--- config.mk ---
export PLATFORM = sky130hd
export DESIGN_NAME = sram_sp_req_ctrl
export DESIGN_NICKNAME = d
export VERILOG_FILES = /design/src/rtl/sram_sp_ctrl_pkg.sv /design/src/rtl/sram_resp_fifo.sv /design/src/rtl/sram_sp_req_ctrl.sv
export SDC_FILE = /design/constraint.sdc
export NUM_CORES = 1
export LEC_CHECK = 0
export ABC_AREA = 0
export BUFFER_PORTS_ARGS = -buffer_cell sky130_fd_sc_hd__buf_2
export CAP_MARGIN = 25
export CORE_AREA = 2 2 204 206
export DETAILED_ROUTE_END_ITERATION = 8
export DIE_AREA = 0 0 206 208
export SKIP_LAST_GASP = 1
export SLEW_MARGIN = 20
export SYNTH_ARGS = -nofsm -noshare
export SYNTH_HDL_FRONTEND = slang
export SYNTH_SLANG_ARGS = --single-unit
export TNS_END_PERCENT = 30
--- constraint.sdc ---
create_clock -name clock -period 8.9 [get_ports clock]
set_input_delay 0.445 -clock clock [delete_from_list [all_inputs] [get_ports clock]]
set_output_delay 0.445 -clock clock [all_outputs]
set_load 0.03 [all_outputs]
--- src/rtl/sram_sp_ctrl_pkg.sv ---
// Shared state type, default widths and slice helper for the single-port SRAM requester.
package sram_sp_ctrl_pkg;

    localparam int unsigned ADDR_W_DEF     = 9;
    localparam int unsigned DATA_W_DEF     = 80;
    localparam int unsigned MASK_W_DEF     = 8;
    localparam int unsigned RESP_DEPTH_DEF = 3;

    typedef enum logic [0:0] {
        StInit,
        StRun
    } ctrl_state_e;

    function automatic int unsigned slice_w(input int unsigned data_w, input int unsigned mask_w);
        return data_w / mask_w;
    endfunction

endpackage

--- src/rtl/sram_resp_fifo.sv ---
// Small synchronous response FIFO with push/pop/count, async active-low reset.
module sram_resp_fifo #(
    parameter int unsigned DATA_W = 80,
    parameter int unsigned DEPTH  = 3,
    parameter int unsigned CNT_W  = $clog2(DEPTH + 1)
) (
    input  logic              i_clk,
    input  logic              i_rst_n,
    input  logic              i_push,
    input  logic [DATA_W-1:0] i_data,
    input  logic              i_pop,
    output logic [DATA_W-1:0] o_data,
    output logic [CNT_W-1:0]  o_count
);

    localparam int unsigned PTR_W = (DEPTH > 1) ? $clog2(DEPTH) : 1;
    localparam logic [PTR_W-1:0] PTR_LAST = PTR_W'(DEPTH - 1);
    localparam logic [CNT_W-1:0] CNT_FULL = CNT_W'(DEPTH);

    logic [DATA_W-1:0] r_mem [DEPTH];
    logic [PTR_W-1:0]  r_wptr;
    logic [PTR_W-1:0]  r_rptr;
    logic [CNT_W-1:0]  r_count;
    logic              w_do_push;
    logic              w_do_pop;

    assign w_do_pop  = i_pop && (r_count != '0);
    assign w_do_push = i_push && ((r_count != CNT_FULL) || w_do_pop);

    always_ff @(posedge i_clk or negedge i_rst_n) begin
        if (!i_rst_n) begin
            r_wptr  <= '0;
            r_rptr  <= '0;
            r_count <= '0;
        end else begin
            if (w_do_push) begin
                r_wptr <= (r_wptr == PTR_LAST) ? '0 : r_wptr + 1'b1;
            end
            if (w_do_pop) begin
                r_rptr <= (r_rptr == PTR_LAST) ? '0 : r_rptr + 1'b1;
            end
            unique case ({w_do_push, w_do_pop})
                2'b10:   r_count <= r_count + 1'b1;
                2'b01:   r_count <= r_count - 1'b1;
                default: r_count <= r_count;
            endcase
        end
    end

    // Storage needs no reset: r_count gates every read of it.
    always_ff @(posedge i_clk) begin
        if (w_do_push) begin
            r_mem[r_wptr] <= i_data;
        end
    end

    assign o_data  = r_mem[r_rptr];
    assign o_count = r_count;

endmodule

--- src/rtl/sram_sp_req_ctrl.sv ---
// Requester-side controller for a single-port RW0 SRAM macro with one-cycle registered read.
// Define SRAM_INIT_EN to sweep the whole array to zero after reset before accepting requests.
module sram_sp_req_ctrl
    import sram_sp_ctrl_pkg::*;
#(
    parameter int unsigned ADDR_W     = ADDR_W_DEF,
    parameter int unsigned DATA_W     = DATA_W_DEF,
    parameter int unsigned MASK_W     = MASK_W_DEF,
    parameter int unsigned RESP_DEPTH = RESP_DEPTH_DEF
) (
    input  logic              clock,
    input  logic              reset_n,
    input  logic              req_valid,
    output logic              req_ready,
    input  logic              req_write,
    input  logic [ADDR_W-1:0] req_addr,
    input  logic [MASK_W-1:0] req_wmask,
    input  logic [DATA_W-1:0] req_wdata,
    output logic              resp_valid,
    input  logic              resp_ready,
    output logic [DATA_W-1:0] resp_data,
    output logic              init_done,
    output logic              sram_en,
    output logic              sram_wmode,
    output logic [ADDR_W-1:0] sram_addr,
    output logic [MASK_W-1:0] sram_wmask,
    output logic [DATA_W-1:0] sram_wdata,
    input  logic [DATA_W-1:0] sram_rdata
);

    localparam int unsigned CNT_W = $clog2(RESP_DEPTH + 1);
    localparam int unsigned OCC_W = CNT_W + 1;
    localparam logic [OCC_W-1:0] OCC_MAX = OCC_W'(RESP_DEPTH);

    logic             r_inflight;
    logic [CNT_W-1:0] w_fifo_count;
    logic [OCC_W-1:0] w_occ;
    logic             w_run;
    logic             w_accept;
    logic             w_rd_accept;
    logic             w_pop;

`ifdef SRAM_INIT_EN
    ctrl_state_e       r_state;
    logic [ADDR_W-1:0] r_sweep_addr;
    logic              r_init_done;

    always_ff @(posedge clock or negedge reset_n) begin
        if (!reset_n) begin
            r_state      <= StInit;
            r_sweep_addr <= '0;
            r_init_done  <= 1'b0;
        end else begin
            unique case (r_state)
                StInit: begin
                    r_sweep_addr <= r_sweep_addr + 1'b1;
                    if (&r_sweep_addr) begin
                        r_state     <= StRun;
                        r_init_done <= 1'b1;
                    end
                end
                StRun: r_state <= StRun;
                default: r_state <= StRun;
            endcase
        end
    end

    assign w_run     = (r_state == StRun);
    assign init_done = r_init_done;
`else
    assign w_run     = 1'b1;
    assign init_done = 1'b1;
`endif

    // Occupancy counts the read whose data lands next cycle, so the FIFO can never overflow.
    assign w_occ       = OCC_W'(w_fifo_count) + OCC_W'(r_inflight);
    assign req_ready   = w_run && ((w_occ < OCC_MAX) || req_write);
    assign w_accept    = req_valid && req_ready;
    assign w_rd_accept = w_accept && !req_write;

    always_ff @(posedge clock or negedge reset_n) begin
        if (!reset_n) begin
            r_inflight <= 1'b0;
        end else begin
            r_inflight <= w_rd_accept;
        end
    end

    always_comb begin
        sram_en    = w_accept;
        sram_wmode = req_write;
        sram_addr  = req_addr;
        sram_wmask = req_wmask;
        sram_wdata = req_wdata;
`ifdef SRAM_INIT_EN
        if (r_state == StInit) begin
            // Gated by reset_n so the macro sees no enable while reset is held.
            sram_en    = reset_n;
            sram_wmode = 1'b1;
            sram_addr  = r_sweep_addr;
            sram_wmask = '1;
            sram_wdata = '0;
        end
`endif
    end

    assign resp_valid = (w_fifo_count != '0);
    assign w_pop      = resp_valid && resp_ready;

    // Macro data is only valid in the cycle after the read; it is pushed then, unconditionally.
    sram_resp_fifo #(
        .DATA_W (DATA_W),
        .DEPTH  (RESP_DEPTH),
        .CNT_W  (CNT_W)
    ) u_resp_fifo (
        .i_clk   (clock),
        .i_rst_n (reset_n),
        .i_push  (r_inflight),
        .i_data  (sram_rdata),
        .i_pop   (w_pop),
        .o_data  (resp_data),
        .o_count (w_fifo_count)
    );

endmodule
# Yosys cells after proc, flatten, opt, wreduce, memory -nomap -nowiden
# Memory sizes are Yosys's and may differ from the RTL's.
# Index checks and enable logic that the tools add are counted.
# word_totals
reg_bits	7
ramBits	240
inputBits	182
out_inout_bits	182
wordCells	31
n_memories	1
# op_classes
addsub	5
magnitude_cmp	1
n_eq_ne	5
n_mux	5
n_reduce_logical	10
# memory_table
memory	words	width	read_ports	rd_ports_with_merged_regs	wr	line_no	text
u_resp_fifo.r_mem	3	80	1	0	1	sram_resp_fifo.sv:20	logic [DATA_W-1:0] r_mem [DEPTH];
# ops
operator	n
$add A2 B1 Y2 const B	3
$eq A2 B2 Y1 const B	3
$logic_and A1 B1 Y1	5
$mux W2	2
$pmux W2 S2	1
$reduce_bool A2 Y1	2
$add A2 B1 Y3	1
$lt A3 B2 Y1 const B	1
$eq A2 B1 Y1 const B	1
$logic_or A1 B1 Y1	2
$mux W1	2
$ne A2 B2 Y1 const B	1
$sub A2 B1 Y2 const B	1
$logic_not A1 Y1	1

# Longest topological paths before layout
# Gate-level depths: netlist (run 1).
# depth
depth_word	7
mapped_depth	6
mapped_depth_nobuf	6

# Hierarchy
# Synthesis (run 1) repeated with hierarchy kept, for this count alone.
# unflattened
cells_unflattened	643
area_unflattened_um2	10088.4
# by_module_without_submodules
mod	instances	cells_each	area_per_inst_um2	seq_area_each_um2
sram_resp_fifo	1	534	9246.4	7357.1
sram_sp_req_ctrl	1	109	842.1	25.0

# Worst setup path after synthesis (run 1)
# OpenSTA, ideal clock, no wires.
# synth_timing
path_type	register -> register
startpoint	register u_resp_fifo.r_count[0], in the netlist u_resp_fifo.o_count[0]
endpoint	memory u_resp_fifo.r_mem[2][0], enable pin
setup_time_ps	633
arrival_time_ps	6447
setup_slack_ps	1820
path_stages_with_launch	4
path_buffers	0
cell_sequence	dfrtp_1 nand2_1 o21ai_4 nor3b_1
# synth_via
elab_chain_cells	7
word_cells_on_any_way	8
classes_between	1 x eq/ne; 2 x mux; 5 x reduce/logical
# synth_rtl
element	line_no	text
start: declaration	sram_resp_fifo.sv:23	logic [CNT_W-1:0] r_count;
start signal: assignment	sram_resp_fifo.sv:43	2'b10: r_count <= r_count + 1'b1;
start signal: assignment	sram_resp_fifo.sv:44	2'b01: r_count <= r_count - 1'b1;
start signal: assignment	sram_resp_fifo.sv:45	default: r_count <= r_count;
$reduce_bool A2 Y1	sram_resp_fifo.sv:27, sram_sp_req_ctrl.sv:107	
$logic_and A1 B1 Y1	sram_sp_req_ctrl.sv:108	assign w_pop = resp_valid && resp_ready;
$logic_and A1 B1 Y1	sram_resp_fifo.sv:27	assign w_do_pop = i_pop && (r_count != '0);
$logic_or A1 B1 Y1 (*)	sram_resp_fifo.sv:28	assign w_do_push = i_push && ((r_count != CNT_FULL) || w_do_pop);
$logic_and A1 B1 Y1 (*)	sram_resp_fifo.sv:28	
$mux W1 (*)	sram_resp_fifo.sv:52	if (w_do_push) begin
$mux W1 (not written as such) (*)	sram_resp_fifo.sv:53	r_mem[r_wptr] <= i_data;
end: declaration	sram_resp_fifo.sv:20	
# Mark *: on every way between the ends. The rest lies on a longest branch, timed or not.

# Worst setup path in the final report (run 1)
# layout_timing
startpoint	register u_resp_fifo.r_rptr[1]
endpoint	output port resp_data[13]
# layout_via
elab_chain_cells	1
# layout_rtl
element	line_no	text
start: declaration	sram_resp_fifo.sv:22	logic [PTR_W-1:0] r_rptr;
start signal: assignment	sram_resp_fifo.sv:40	r_rptr <= (r_rptr == PTR_LAST) ? '0 : r_rptr + 1'b1;
$mem_v2 Z3 W80	-	
end: declaration	sram_sp_req_ctrl.sv:21	output logic [DATA_W-1:0] resp_data,
# Every way passes these cells.

==> metrics.txt, run 1 <==
power per cell area=342 mW/mm²; total negative slack=0 ps; Row Count=74; number of buffers added on ports=168; Netlist Area Pre-Place=0.0100 mm²; post-CTS setup buffer count=0; clk slew on worst S/H paths=60 ps; crit path time final=3510 ps; Routed Antenna Nets=0; TritonCTS clock tree=built; syn_nets=826; Multi-input gate area=0.00173 mm²; drt wl/cell=19.1 µm; synthesized area per cell=15.6 µm²; Final Setup Violations=0; clk_lat worst skew=560 ps; antenna violations before repair=4; adder-cell share of the synthesized area=0.375%; Avg Vias per Cell=4.00; CTS root buf=clkbuf_16; Crit. Startpoint=u_resp_fifo.r_rptr[1]; status=completed; final net count=906; routability cong.=0.729; xor and xnor area share after synthesis=0.263%; kind of launch point of the worst setup path=register; Max rail drop VDD=0.227 mV; H-tree levels=1; clk_skew=17.8 ps; initial DRC count=187; Final Hold Viols=0; Area Growth Syn to Fin=15.4%; placed insts=1223; register bit total from synthesis=247; Finished Core Util=28.4%; largest family of logic cells by synthesized area=buffers and inverters; die width=206 µm; Final HPWL DP=16.7 mm; Layout Cells excl Fill=1271; Hold Crit Class=input port to register; max-slew violations=0; WHS=90.2 ps; largest net degree at the start of global routing=87; post-synthesis mux area share=8.23%; synth warn=0; Fmax=0.285 GHz; CTS Sinks=247; WL final=24.3 mm; register area share after synthesis=73.8%; reg2reg path depth=3; Pre-antenna DRT Iters=6; Critical Path End Type=primary output; simple-gate portion of the synthesized area=3.77%; # diodes=0; max-cap violation count=0; DR vias=5079; Reg-to-Reg Start=u_resp_fifo.r_rptr[1]; Yosys cell types=25; die area=0.0428 mm²; crit path kind=register to primary output; layout cells sized above 1=29.8%; Synth Area in Compound Gates=4.42%; RSZ-0062 raised after global routing=false; reg2reg end=u_resp_fifo.r_rptr[1]; Worst Tran Pin Value=939 ps; Slew HR=37.4%; Worst Path Required=8460 ps; # fillers=4077; Final period util=39.4%; Register Area=0.00739 mm²; CP Data Arrival Time=3070 ps; worst-path fanout max=86; vias in the first global route=5110; core region area=0.0406 mm²; number of remaining DRC errors=0; CTS Buf Count=27; All-Layer GR Usage=10.8%; cells after synthesis=641; # hold bufs at CTS=1; Worst Setup EP=resp_data[13]; num ports=364; Pleak=4.10 nW; starting density of the core=24.7%; first-pass GRT wire length=33.8 mm; slack of the worst reg-to-reg path=6650 ps; Pwr Total=3.95 mW; grt ovf=0; die extent in y=208 µm; PostCTS Resize Cnt=0; CTS max path bufs=3
-- worst min path at each step --
stage / slack [ps] / startpoint / to / cells after the start
2_1_floorplan: 150 / reset_n / r_inflight / 0
3_3_place_gp: 290 / reset_n / r_inflight / 1
3_5_place_dp: 300 / reset_n / r_inflight / 1
4_1_cts: 50 / sram_rdata[39] / u_resp_fifo.r_mem[2][39] / 1
5_1_grt: 60 / sram_rdata[39] / u_resp_fifo.r_mem[1][39] / 1
6_report: 90 / sram_rdata[30] / u_resp_fifo.r_mem[0][30] / 1
-- flip-flops by register name, summed over array words and instances, names as in the netlist --
register             count
u_resp_fifo.r_wptr       2
u_resp_fifo.r_mem      240
u_resp_fifo.r_rptr       2
r_inflight               1
u_resp_fifo.o_count      2
-- layout by cell type, fill, tap and decap left out, drive strengths merged, types with 2 or more instances in the layout --
master  netlist  layout
a21o          2       2
buf         113     176
bufinv        0       2
clkbuf       13      37
clkinv        0       7
dfrtp         7       7
edfxtp      240     240
ha            3       3
inv           1       2
mux2          2       2
mux2i        80      80
nand2        81      81
nor2          2       2
nor2b         2       2
nor3          2       2
nor3b         2       2
o21ai        82      82
or2           2       2
xnor2         2       2
-- critical path, cell delays in order, from the launching register on --
cell and delay [ps]:
dfrtp_4 940, buf_4 760, nand2_1 170, o21ai_1 240, buf_2 270
-- cells in the mapped netlist, drive strengths merged --
library cell | count | share of area, %
edfxtp | 240 | 72
buf | 113 | 8.6
o21ai | 82 | 4.2
nand2 | 81 | 3.0
mux2i | 80 | 8.0
clkbuf | 13 | 0.49
dfrtp | 7 | 1.8
ha | 3 | 0.38
a21o | 2 | 0.15
mux2 | 2 | 0.23
nor2 | 2 | 0.075
nor2b | 2 | 0.13
nor3 | 2 | 0.10
nor3b | 2 | 0.15
or2 | 2 | 0.13
xnor2 | 2 | 0.18
a21oi | 1 | 0.050
and2 | 1 | 0.063
and3b | 1 | 0.088
conb | 1 | 0.037
inv | 1 | 0.037
xor2 | 1 | 0.088
-- kinds of logic after synthesis --
kind of cell               after synthesis
DFF                                    247
buffers and inverters                  127
and+or+nand+nor                         93
AOI/OAI and AO/OA                       85
muxes                                   82
adders and majority gates                3
xor gates and xnor gates                 3
other                                    1
-- per-layer routing --
layer  vias to the layer above  wire, µm  track usage (%)
li1                       2398         -                -
met3                        98      2940             5.37
met4                         6      1350             5.74
met5                         -        41                0
met1                      2350      7420             9.58
met2                       227     12500             19.8
-- per-stage QoR --
step,instance area [µm²],setup WS [ps]
after CTS,11500,5220
final,11500,5390
after detailed placement,10700,5840
after global placement,10700,5860
after global routing,11500,5110
after floorplan,10000,1820
-- power breakdown --
part | total (mW) | switching [mW] | internal, mW
Combinational | 1.33 | 0.925 | 0.401
Sequential | 1.56 | 0.133 | 1.43
Clock | 1.06 | 0.429 | 0.630
Total | 3.95 | 1.49 | 2.46
-- final cells by class --
cell class                      count  share of cell area [%]
Sequential cell                   247                    64.1
Multi-Input combinational cell    267                    15.0
Timing Repair Buffer              177                    7.90
Clock buffer                       37                    6.36
Tap cell                          532                    5.77
Clock inverter                     10                   0.922
Inverter                            1                  0.0325
No activity file was read; power rests on OpenSTA's default activity.
==> run 2: changes to the inputs <==
==> constraint.sdc (replaced) <==
create_clock -name clock -period 3.5 [get_ports clock]
set_input_delay 0.175 -clock clock [delete_from_list [all_inputs] [get_ports clock]]
set_output_delay 0.175 -clock clock [all_outputs]
set_load 0.03 [all_outputs]
==> run 2 against run 1 <==
Net effect: global-route usage grew 0.26 points; final cell count increased by 6.7%; power increased to 2.6 times the previous value; worst setup slack lost 4500 ps; critical path depth is the same; clock power increased to 2.6 times the previous value; critical path type unchanged.
==> metrics.txt, run 2 (synthesis gave the netlist of run 1 again) <==
Final Hold Viols=0; max-slew violations=0; clk slew on worst S/H paths=60 ps; Hold Crit Class=input port to register; All-Layer GR Usage=11.1%; number of buffers added on ports=168; CP Data Arrival Time=2390 ps; initial DRC count=216; Max rail drop VDD=0.433 mV; Routed Antenna Nets=0; drt wl/cell=18.3 µm; Worst Tran Pin Value=828 ps; vias in the first global route=5443; Fmax=0.389 GHz; Register Area=0.00739 mm²; Pleak=4.47 nW; layout cells sized above 1=27.0%; status=completed; # fillers=3988; antenna violations before repair=1; grt ovf=0; CTS Buf Count=26; most frequent cells in the layout=edfxtp_1, buf_2, dlygate4sd3_1; Critical Path End Type=primary output; die width=206 µm; die extent in y=208 µm; starting density of the core=24.7%; clk_skew=9.91 ps; worst-path fanout max=71; first-pass GRT wire length=35.0 mm; crit path time final=2570 ps; RSZ-0062 raised after global routing=false; Final Setup Violations=0; PostCTS Resize Cnt=0; num ports=364; routability cong.=0.722; Final HPWL DP=17.1 mm; CTS max path bufs=3; max-cap violation count=0; core region area=0.0406 mm²; H-tree levels=1; Avg Vias per Cell=4.00; final net count=991; most common cell after layout, fill and taps aside=edfxtp_1; max reg flops=240; Row Count=74; die area=0.0428 mm²; Area Growth Syn to Fin=24.3%; number of remaining DRC errors=0; kind of launch point of the worst setup path=register; Slew HR=44.8%; total negative slack=0 ps; Multi-input gate area=0.00174 mm²; Final period util=73.4%; crit path kind=register to primary output; Most flops, register=u_resp_fifo.r_mem; Worst Path Required=3320 ps; power per cell area=824 mW/mm²; clk_lat worst skew=540 ps; Pwr Total=10.2 mW; TritonCTS clock tree=built; CTS Sinks=247; Pre-antenna DRT Iters=4; largest net degree at the start of global routing=72; DR vias=5430; CTS root buf=clkbuf_16; WL final=24.8 mm
run 2: changes by cell type in the layout (fill, tap and decap cells not counted), sizes merged:
cell and delta:
buf +3, bufinv +1, clkbuf -4, clkinv -1, clkinvlp +2, diode +1
dlygate4sd3 +83
run 2: metrics by stage:
stage | setup WS [ps] | cells | hold slack [ps] | cell area [µm²] | util [%]
6_report | 930 | 1356 | 124 | 12400 | 30.6
3_3_place_gp | 1510 | 1226 | 16.1 | 10700 | 26.5
4_1_cts | 879 | 1355 | 87.1 | 12400 | 30.6
2_1_floorplan | -709 | 641 | -121 | 10000 | -
5_1_grt | 715 | 1356 | 116 | 12400 | 30.6
3_5_place_dp | 1480 | 1226 | 17.1 | 10700 | 26.5
run 2: final timing paths:
kind / from / endpoint / slack, ps / cells after the start
min in group asynchronous: reset_n / u_resp_fifo.r_rptr[1] / 600 / 3
max in group asynchronous: reset_n / u_resp_fifo.r_rptr[0] / 2620 / 3
worst max-delay path: u_resp_fifo.r_rptr[1] / resp_data[69] / 930 / 4
worst max register to register: u_resp_fifo.o_count[0] / u_resp_fifo.r_mem[2][33] / 1530 / 4
worst min register to register: u_resp_fifo.o_count[1] / u_resp_fifo.o_count[1] / 550 / 1
worst min-delay path: resp_ready / u_resp_fifo.r_wptr[0] / 120 / 3
run 2: layer usage:
metal / part of all wire (%) / vias to the layer above / global-route usage (%)
li1: - / 2571 / -
met1: 34 / 2546 / 11.1
met2: 52 / 238 / 20.3
met3: 10 / 73 / 4.07
met4: 3.8 / 2 / 4.90
met5: 0.11 / - / 0.346
run 2: what timing repair did:
action / 4_1_cts / 5_1_grt
setup buffers: 0 / 0
hold buffers: 84 / 0
hold endpoints to repair: 248 / 0
run 2: area by class of cell:
type / count / share of cell area, %
Multi-Input combinational cell: 267 / 14.0
Inverter: 1 / 0.0302
Timing Repair Buffer: 263 / 14.4
Clock inverter: 12 / 1.14
Sequential cell: 247 / 59.5
Clock buffer: 33 / 5.62
Antenna cell: 1 / 0.0201
Tap cell: 532 / 5.36
run 2: critical path, cell delays in order, from the launching register on:
cell,delay [ps]
dfrtp_4,950
buf_4,470
nand2_1,80
o21ai_1,100
buf_2,220
run 2: power by group:
group | leakage (nW) | internal (mW) | total, mW | switching (mW)
Clock | 0.406 | 1.63 | 2.73 | 1.11
Sequential | 2.26 | 3.64 | 3.94 | 0.300
Combinational | 1.80 | 1.12 | 3.58 | 2.45
Total | 4.47 | 6.38 | 10.2 | 3.86
